File: config.mk
export PLATFORM = sky130hd
export DESIGN_NAME = aes_core_arbiter
export DESIGN_NICKNAME = d
export VERILOG_FILES = /design/src/rtl/aes_core_arbiter.sv
export SDC_FILE = /design/constraint.sdc
export NUM_CORES = 1
export LEC_CHECK = 0
export ABC_AREA = 1
export BUFFER_PORTS_ARGS = -buffer_cell sky130_fd_sc_hd__buf_2
export CORE_AREA = 5 5 549 551
export CTS_BUF_LIST = sky130_fd_sc_hd__clkbuf_16
export CTS_CLUSTER_DIAMETER = 50
export DETAILED_ROUTE_END_ITERATION = 7
export DIE_AREA = 0 0 554 556
export PLACE_DENSITY = 0.3
export SLEW_MARGIN = 15
export SYNTH_ARGS = -nofsm -noshare
export SYNTH_HDL_FRONTEND = slang
export SYNTH_SLANG_ARGS = --single-unit
File: constraint.sdc
create_clock -name clk -period 2.4 [get_ports clk]
set_input_delay 0.12 -clock clk [delete_from_list [all_inputs] [get_ports clk]]
set_output_delay 0.12 -clock clk [all_outputs]
set_load 0.02 [all_outputs]
File: src/rtl/aes_core_arbiter.sv
// Two-requester round-robin front end that shares one AES core (key expansion + cipher/decipher).
// Define AES_ARB_KEY_CACHE_EN to skip key expansion when the cached key tag and size still match.
module aes_core_arbiter #(
  parameter int unsigned KEY_ID_BITS = 4,
  parameter int unsigned NUM_REQ     = 2
) (
  input  logic                             clk,
  input  logic                             reset,
  input  logic [NUM_REQ-1:0]               req_valid,
  output logic [NUM_REQ-1:0]               req_ready,
  input  logic [NUM_REQ-1:0]               req_decrypt,
  input  logic [NUM_REQ-1:0]               req_aes256,
  input  logic [256*NUM_REQ-1:0]           req_key,
  input  logic [NUM_REQ*KEY_ID_BITS-1:0]   req_key_id,
  input  logic [128*NUM_REQ-1:0]           req_blk,
  output logic [NUM_REQ-1:0]               rsp_valid,
  input  logic [NUM_REQ-1:0]               rsp_ready,
  output logic [127:0]                     rsp_blk,
  input  logic                             key_flush,
  output logic                             aes_alg_en_key,
  output logic                             aes_alg_en_cipher,
  output logic                             aes_alg_en_decipher,
  output logic                             aes128_mode,
  output logic                             aes256_mode,
  output logic [255:0]                     aes_alg_key,
  output logic [127:0]                     aes_alg_in_blk,
  input  logic [127:0]                     aes_alg_out_blk,
  input  logic                             aes_op_in_progress,
  input  logic                             aes_alg_done
);

  typedef enum logic [2:0] {
    StIdle,
    StKeyStart,
    StKeyWait,
    StOpStart,
    StOpWait,
    StResp
  } state_e;

  state_e r_state;
  state_e w_state_next;

  // Latched request and arbitration state
  logic                   r_grant;
  logic                   r_last;
  logic                   r_decrypt;
  logic                   r_aes256;
  logic [255:0]           r_key;
  logic [KEY_ID_BITS-1:0] r_key_id;
  logic [127:0]           r_blk;
  logic [127:0]           r_rsp_blk;
  logic                   r_mode_128;
  logic                   r_mode_256;

  // Record of the key currently expanded inside the core
  logic                   r_cache_valid;
  logic                   r_cache_aes256;
  logic [KEY_ID_BITS-1:0] r_cache_id;

  logic                   w_pick;
  logic                   w_grant;
  logic                   w_resp_ack;
  logic                   w_need_key;
  logic                   w_cache_miss;
  logic                   w_cache_bypass;
  logic                   w_sel_decrypt;
  logic                   w_sel_aes256;
  logic [255:0]           w_sel_key;
  logic [KEY_ID_BITS-1:0] w_sel_key_id;
  logic [127:0]           w_sel_blk;

  // Round-robin: on contention the requester that was not served last wins.
  always_comb begin
    if (req_valid[0] && req_valid[1]) begin
      w_pick = ~r_last;
    end else begin
      w_pick = req_valid[1];
    end
  end

  assign w_sel_decrypt = req_decrypt[w_pick];
  assign w_sel_aes256  = req_aes256[w_pick];
  assign w_sel_key     = w_pick ? req_key[256 +: 256] : req_key[0 +: 256];
  assign w_sel_key_id  = w_pick ? req_key_id[KEY_ID_BITS +: KEY_ID_BITS]
                                : req_key_id[0 +: KEY_ID_BITS];
  assign w_sel_blk     = w_pick ? req_blk[128 +: 128] : req_blk[0 +: 128];

  assign w_grant    = (r_state == StIdle) && !reset && !aes_op_in_progress && (|req_valid);
  assign w_resp_ack = (r_state == StResp) && rsp_ready[r_grant];

  // A flush in the grant cycle forces expansion even if the tag still matches.
  assign w_cache_miss = key_flush || !r_cache_valid || (r_cache_id != w_sel_key_id) ||
                        (r_cache_aes256 != w_sel_aes256);

`ifdef AES_ARB_KEY_CACHE_EN
  assign w_cache_bypass = 1'b0;
`else
  assign w_cache_bypass = 1'b1;
`endif

  assign w_need_key = w_cache_bypass || w_cache_miss;

  always_ff @(posedge clk) begin
    if (reset) begin
      r_state <= StIdle;
    end else begin
      r_state <= w_state_next;
    end
  end

  always_comb begin
    w_state_next = r_state;
    unique case (r_state)
      StIdle: begin
        if (w_grant) begin
          w_state_next = w_need_key ? StKeyStart : StOpStart;
        end
      end
      StKeyStart: w_state_next = StKeyWait;
      StKeyWait: begin
        if (aes_alg_done) begin
          w_state_next = StOpStart;
        end
      end
      StOpStart: w_state_next = StOpWait;
      StOpWait: begin
        if (aes_alg_done) begin
          w_state_next = StResp;
        end
      end
      StResp: begin
        if (w_resp_ack) begin
          w_state_next = StIdle;
        end
      end
      default: w_state_next = StIdle;
    endcase
  end

  always_comb begin
    req_ready           = '0;
    rsp_valid           = '0;
    aes_alg_en_key      = 1'b0;
    aes_alg_en_cipher   = 1'b0;
    aes_alg_en_decipher = 1'b0;
    if (w_grant) begin
      req_ready[w_pick] = 1'b1;
    end
    unique case (r_state)
      StKeyStart: aes_alg_en_key = 1'b1;
      StOpStart: begin
        aes_alg_en_cipher   = !r_decrypt;
        aes_alg_en_decipher = r_decrypt;
      end
      StResp:  rsp_valid[r_grant] = 1'b1;
      default: ;
    endcase
  end

  assign aes_alg_key    = r_key;
  assign aes_alg_in_blk = r_blk;
  assign aes128_mode    = r_mode_128;
  assign aes256_mode    = r_mode_256;
  assign rsp_blk        = r_rsp_blk;

  always_ff @(posedge clk) begin
    if (reset) begin
      r_grant    <= 1'b0;
      r_last     <= 1'b1;
      r_decrypt  <= 1'b0;
      r_aes256   <= 1'b0;
      r_key      <= '0;
      r_key_id   <= '0;
      r_blk      <= '0;
      r_rsp_blk  <= '0;
      r_mode_128 <= 1'b0;
      r_mode_256 <= 1'b0;
    end else begin
      if (w_grant) begin
        r_grant   <= w_pick;
        r_decrypt <= w_sel_decrypt;
        r_aes256  <= w_sel_aes256;
        r_key     <= w_sel_key;
        r_key_id  <= w_sel_key_id;
        r_blk     <= w_sel_blk;
        // Mode bits only change with a new expansion so a cached key keeps its size.
        if (w_need_key) begin
          r_mode_128 <= !w_sel_aes256;
          r_mode_256 <= w_sel_aes256;
        end
      end
      if ((r_state == StOpWait) && aes_alg_done) begin
        r_rsp_blk <= aes_alg_out_blk;
      end
      if (w_resp_ack) begin
        r_last <= r_grant;
      end
    end
  end

  always_ff @(posedge clk) begin
    if (reset) begin
      r_cache_valid  <= 1'b0;
      r_cache_aes256 <= 1'b0;
      r_cache_id     <= '0;
    end else if (key_flush) begin
      r_cache_valid <= 1'b0;
    end else if ((r_state == StKeyWait) && aes_alg_done) begin
      r_cache_valid  <= 1'b1;
      r_cache_aes256 <= r_aes256;
      r_cache_id     <= r_key_id;
    end
  end

  a_req_ready_onehot: assert property (@(posedge clk) disable iff (reset) $onehot0(req_ready));
  a_rsp_valid_onehot: assert property (@(posedge clk) disable iff (reset) $onehot0(rsp_valid));
  a_op_strobe_excl: assert property (@(posedge clk) disable iff (reset)
                                     !(aes_alg_en_cipher && aes_alg_en_decipher));
  a_grant_only_idle: assert property (@(posedge clk) disable iff (reset)
                                      (req_ready != '0) |-> (r_state == StIdle));

endmodule

After elaboration in Yosys (flattened, before gate mapping):

Index checks and enable logic that the tools add are counted.

* flip-flop bits (word level): 520
* bits of input ports: 917
* output and inout port bits: 521
* word-level logic and storage cells: 61

* magnitude comparators: 4
* eq/ne operators: 9
* muxes and demuxes: 23
* bitwise gates (word level): 1
* reductions and logical operators: 15

Operators by type and width (count)
* 256-bit two-way mux: 1
* 128-bit two-way mux: 1
* 3-bit case mux with 6 select lines: 1
* 1-bit two-way mux: 12
* 3-bit two-way mux: 4
* 1-bit logical AND: 8
* 2-bit inequality test (second input constant): 4
* 3-bit by 2-bit == test with 1-bit output (second input constant): 2
* 3-bit == test (second input constant): 2
* 1-bit zero test: 4
* 1-bit by 2-bit < comparator with 1-bit output (second input constant): 2
* 2-bit two-way mux: 2
* 4-bit AND reduction: 1
* 3-bit by 1-bit == test with 1-bit output (second input constant): 1
* 3-bit zero test: 1
* 1-bit demux with 1-bit select: 2
* 1-bit >= comparator (second input constant): 2
* 2-bit OR reduction: 1
* 1-bit NOT: 1

Logic depth before layout (Yosys ltp):

* depth after elaboration: 7
* gate-level depth with buffers: 9

Least setup slack after synthesis:

Ideal clock, no wire load.

* kind: register to register
* start: register r_state[0]
* end: register r_grant
* setup time: 0.137 ns
* data arrival time: 1.417 ns
* data required time: 2.263 ns
* slack: 0.846 ns
* cell stages (with the launch flop): 9
* path buffers: 2
* cell sequence: dfxtp_1 -> inv_2 -> nand2_1 -> nor2_2 -> nand3_2 -> buf_6 -> buf_4 -> a21oi_1 -> nor2_1

* cells in the longest elaborated chain, start to end: 4

RTL lines
* start: declaration: line 41 `state_e r_state;`
* start signal: assignment: line 106 `r_state <= StIdle;`
* start signal: assignment: line 108 `r_state <= w_state_next;`
* 3-bit zero test: line 89 `assign w_grant = (r_state == StIdle) && !reset && !aes_op_in_progress && (|req_valid);`
* 1-bit logical AND (3 in a row): line 89
* end signal: assignment: line 181 `r_grant <= w_pick;`
* end: declaration: line 45 `logic r_grant;`

No other way between the ends.
A chain may end at the register's enable or synchronous reset.

Final worst setup path:

* start: register r_last
* end: register r_blk[104] (netlist: aes_alg_in_blk[104])

* cells in the longest elaborated chain, start to end: 3

RTL lines
* start: declaration: line 46 `logic r_last;`
* start signal: assignment: line 197 `r_last <= r_grant;`
* 1-bit NOT: line 76 `w_pick = ~r_last;`
* 1-bit two-way mux: line 75 `if (req_valid[0] && req_valid[1]) begin`
* 128-bit two-way mux: line 87 `assign w_sel_blk = w_pick ? req_blk[128 +: 128] : req_blk[0 +: 128];`
* end signal: assignment: line 186 `r_blk <= w_sel_blk;`
* end: declaration: line 51 `logic [127:0] r_blk;`

No other way between the ends.

==> parameters.txt <==
Parameter                              Value

Cells and area
  Sequential standard cell area ... 10400 µm²
  Fraction of final layout cells with drive strength greater than 1 ... 0.291
  Fill cells ... 34297
  Nets ... 6844
  Most used cells in the layout excluding fill and tap cells ... sky130_fd_sc_hd__nand2_1, sky130_fd_sc_hd__buf_2, sky130_fd_sc_hd__dlygate4sd3_1, sky130_fd_sc_hd__dfxtp_1, sky130_fd_sc_hd__a21oi_1
  Most common library cell in the layout ignoring fill and taps ... sky130_fd_sc_hd__nand2_1
  Post-synthesis to final-layout area growth ... 111%
  Multi-input combinational cell area ... 11300 µm²
  Final design utilization ... 0.168

Min path
  Min-Delay Startpoint ... aes_alg_out_blk[5]
  Hold worst-path end ... rsp_blk[5]$_SDFFE_PP0P_
  Hold crit path type ... input port to flop
  Worst hold stages ... 4

Critical path
  Setup slack of the worst register-to-register path ... 0.07 ns
  Crit path launch type ... flop
  WP data arrival ... 3.03 ns
  Logic depth of the worst path, buffers included ... 8
  Path type of the worst setup path ... flop to flop
  Worst stage delay on the critical path ... 0.54 ns
  Top fanout value on the critical path ... 45
  Cell count of the worst reg-to-reg path ... 8
  Critical path data required time ... 3.09 ns
  WP buf/inv ... 3
  List of cells traversed by the critical path ... nand2_8 > buf_16 > clkbuf_16 > nand3_1 > nand2_1 > dlygate4sd3_1 > nand2_1 > a21oi_1
  Critical path's slowest cell ... sky130_fd_sc_hd__dlygate4sd3_1
  CP endpoint kind ... flop
  Launch instance of the worst register-to-register path ... r_last$_SDFFE_PP1P_
  Worst R2R End ... aes_alg_in_blk[104]$_SDFFE_PP0P_
  Family with the most delay on the worst path ... buffers and inverters
  Most repeated library cell on the critical path ... sky130_fd_sc_hd__nand2_1

STA
  Slew headroom ... 0.165
  Largest clock skew in the final design ... 0.0881 ns
  Portion of the clock cycle consumed by the worst path in the final layout ... 0.972
  Slew @ Worst Pin ... 1.25 ns
  Hold Fails Final Rpt ... 0
  Setup repair after global routing missed its margin ... yes
  Final count of negative-setup-slack endpoints ... 0
  Max Clk Rate ... 429 MHz
  Final-report max-slew violation count ... 0
  Min cycle time layout ... 2.33 ns

Global routing
  Initial antenna violation count ... 239
  Total overflow reported by the global router ... 0
  Via count of the first global-routing pass ... 34183
  Wire length of the first global-routing pass ... 306 mm
  Largest net degree at the start of global routing ... 136
  Global Route Usage Sum ... 0.144

Detailed routing
  Via count normalized by instance count ... 3.46
  Wire length on met1 ... 95.6 mm
  Total via count in the routed design ... 34762
  Amount of wire on met3 after detailed routing ... 25.4 mm
  Count of routing violations after the opening detailed-route iteration ... 2192
  Length of routed met2 wiring ... 109 mm
  First-pass detailed-route iteration total ... 5
  WL/cell ... 23.6 µm
  Post-detailed-route count of antenna-violating nets ... 0
  Highest layer used for signal routing ... met5
  DRC errors left ... 0
  Final routed wirelength across all metal layers ... 237 mm

Place
  Port Buffers ... 1428
  HPWL after detailed placement ... 195 mm
  Final weighted congestion of routability-driven global placement ... 0.876

Power and ir drop
  Total Power ... 0.0344 W
  Peak supply drop ... 0.568 mV
  Power density relative to cell area ... 692 nW/µm²
  Leakage power summed over all cells ... 22.4 nW

Synth
  Library cell with the largest summed area after synthesis ... sky130_fd_sc_hd__dfxtp_1
  Syn nets ... 4500
  Most area-consuming cells after synthesis ... sky130_fd_sc_hd__dfxtp_1, sky130_fd_sc_hd__nand2_1, sky130_fd_sc_hd__a21oi_1
  Avg Inst Size Synth ... 6.56 µm²
  Top-area cell type share of the netlist area ... 0.443
  Distinct cells, synth ... 20
  FF+latch count, synth ... 520
  Cell count after synthesis ... 3583
  Portion of the post-synthesis area used by sequential elements ... 0.443
  Area of the mapped netlist ... 23500 µm²
  Count of synthesis-stage warnings from yosys ... 0

CTS
  Number of H-tree levels ... 3
  Worst skew pair latency ... 0.86 ns
  Number of buffers created by CTS ... 120
  Number of buffers on the longest clock path ... 4
  Clock slew seen by the registers of the worst setup and hold paths ... 0.05 ns
  TritonCTS clock tree ... built
  Root cell of the clock tree ... sky130_fd_sc_hd__clkbuf_16
  CTS sink count ... 520

Floorplanning
  Chip height ... 556 µm
  Total die area ... 308000 µm²
  Overall die width ... 554 µm
  Initial Utilization ... 0.0795
  Count of pins on the block boundary ... 1438
  Cell row count ... 200
  Floorplan core area ... 296000 µm²

Run status
  Result of the run ... finished, final reports clean

Run
  Max-cap violations ... 0
cells in the mapped netlist:
cell type / n
sky130_fd_sc_hd__nor3_1: 1
sky130_fd_sc_hd__nor2_2: 1
sky130_fd_sc_hd__dfxtp_1: 520
sky130_fd_sc_hd__buf_2: 103
sky130_fd_sc_hd__buf_6: 5
sky130_fd_sc_hd__o21a_1: 1
sky130_fd_sc_hd__buf_1: 24
sky130_fd_sc_hd__nand3_1: 391
sky130_fd_sc_hd__nor2_1: 14
sky130_fd_sc_hd__nand3_2: 1
sky130_fd_sc_hd__nand2_1: 1562
sky130_fd_sc_hd__buf_4: 29
sky130_fd_sc_hd__clkbuf_1: 137
sky130_fd_sc_hd__inv_2: 2
sky130_fd_sc_hd__nand4_1: 2
sky130_fd_sc_hd__o21ai_0: 132
sky130_fd_sc_hd__a21oi_1: 516
sky130_fd_sc_hd__clkinv_2: 1
sky130_fd_sc_hd__inv_1: 139
sky130_fd_sc_hd__nand2_2: 2
cell families after synthesis:
group	after synthesis	share of synthesized area
and+or+nand+nor	1974	0.337
AOI/OAI and AO/OA	649	0.138
DFF	520	0.443
buffers and inverters	440	0.0820
worst reg2reg max path: stages, from the launching register on:
cell	delay, ns
sky130_fd_sc_hd__dfxtp_4	0.36
sky130_fd_sc_hd__nand2_8	0.15
sky130_fd_sc_hd__buf_16	0.25
sky130_fd_sc_hd__clkbuf_16	0.46
sky130_fd_sc_hd__nand3_1	0.12
sky130_fd_sc_hd__nand2_1	0.08
sky130_fd_sc_hd__dlygate4sd3_1	0.54
sky130_fd_sc_hd__nand2_1	0.06
sky130_fd_sc_hd__a21oi_1	0.15
through the flow:
stage / TNS (ns) / hold slack, ns / cells / area (µm²) / worst slack (ns)
finish: 0 / 0.117 / 10038 / 49700 / 0.0670
global route: -0.0645 / 0.0670 / 10004 / 49600 / -0.0377
CTS: 0 / 0.00238 / 9953 / 49300 / 0.00177
detailed placement: 0 / 0.394 / 8755 / 35500 / 0.206
global placement: 0 / 0.397 / 8755 / 35500 / 0.199
floorplan: 0 / 0.278 / 3583 / 23500 / 0.846
where the power goes:
part           switching, W  leakage (nW)  total [W]  internal (W)
clock network       0.00610          1.95     0.0163        0.0102
logic               0.00502          16.2    0.00833       0.00330
registers          0.000389          4.21    0.00971       0.00932
worst max path at each step:
stage / slack (ns) / endpoint / start
2_1_floorplan: 0.85 / r_grant$_SDFFE_PP0P_ / r_state[0]$_SDFFE_PP0P_
3_3_place_gp: 0.20 / rsp_blk[83]$_SDFFE_PP0P_ / r_state[1]$_SDFFE_PP0P_
3_5_place_dp: 0.21 / rsp_blk[83]$_SDFFE_PP0P_ / r_state[1]$_SDFFE_PP0P_
4_1_cts: 0.002 / req_ready[0] / r_state[0]$_SDFFE_PP0P_
5_1_grt: -0.04 / aes_alg_in_blk[104]$_SDFFE_PP0P_ / r_last$_SDFFE_PP1P_
6_report: 0.07 / aes_alg_in_blk[104]$_SDFFE_PP0P_ / r_last$_SDFFE_PP1P_
repair_timing:
item / 4_1_cts / 5_1_grt
endpoints found under the setup margin: 2 / 70
hold buffers: 977 / 0
resized for setup: 7 / 14
gates cloned: 1 / 5
hold endpoints to repair: 518 / 0
pin swaps: 2 / 3
buffers inserted: 2 / 5
sequential cells by signal (all words and copies together), names as in the netlist:
register,count
aes128_mode,1
r_decrypt,1
r_last,1
aes256_mode,1
r_state,3
r_grant,1
aes_alg_in_blk,128
aes_alg_key,256
rsp_blk,128
routing by layer:
metal / vias up / global-route usage
met3: 499 / 0.0659
met4: 180 / 0.0322
met2: 1633 / 0.240
met5: - / 0
met1: 16105 / 0.170
li1: 16345 / -
cell type report:
type,instances,area share
tap,3939,0.0992
timing repair buffer,2519,0.371
inverter,142,0.0111
clock inverter,99,0.0186
sequential,520,0.210
antenna,75,0.00378
multi-input combinational,2624,0.226
clock buffer,120,0.0605
No activity file was read; power rests on OpenSTA's default activity.
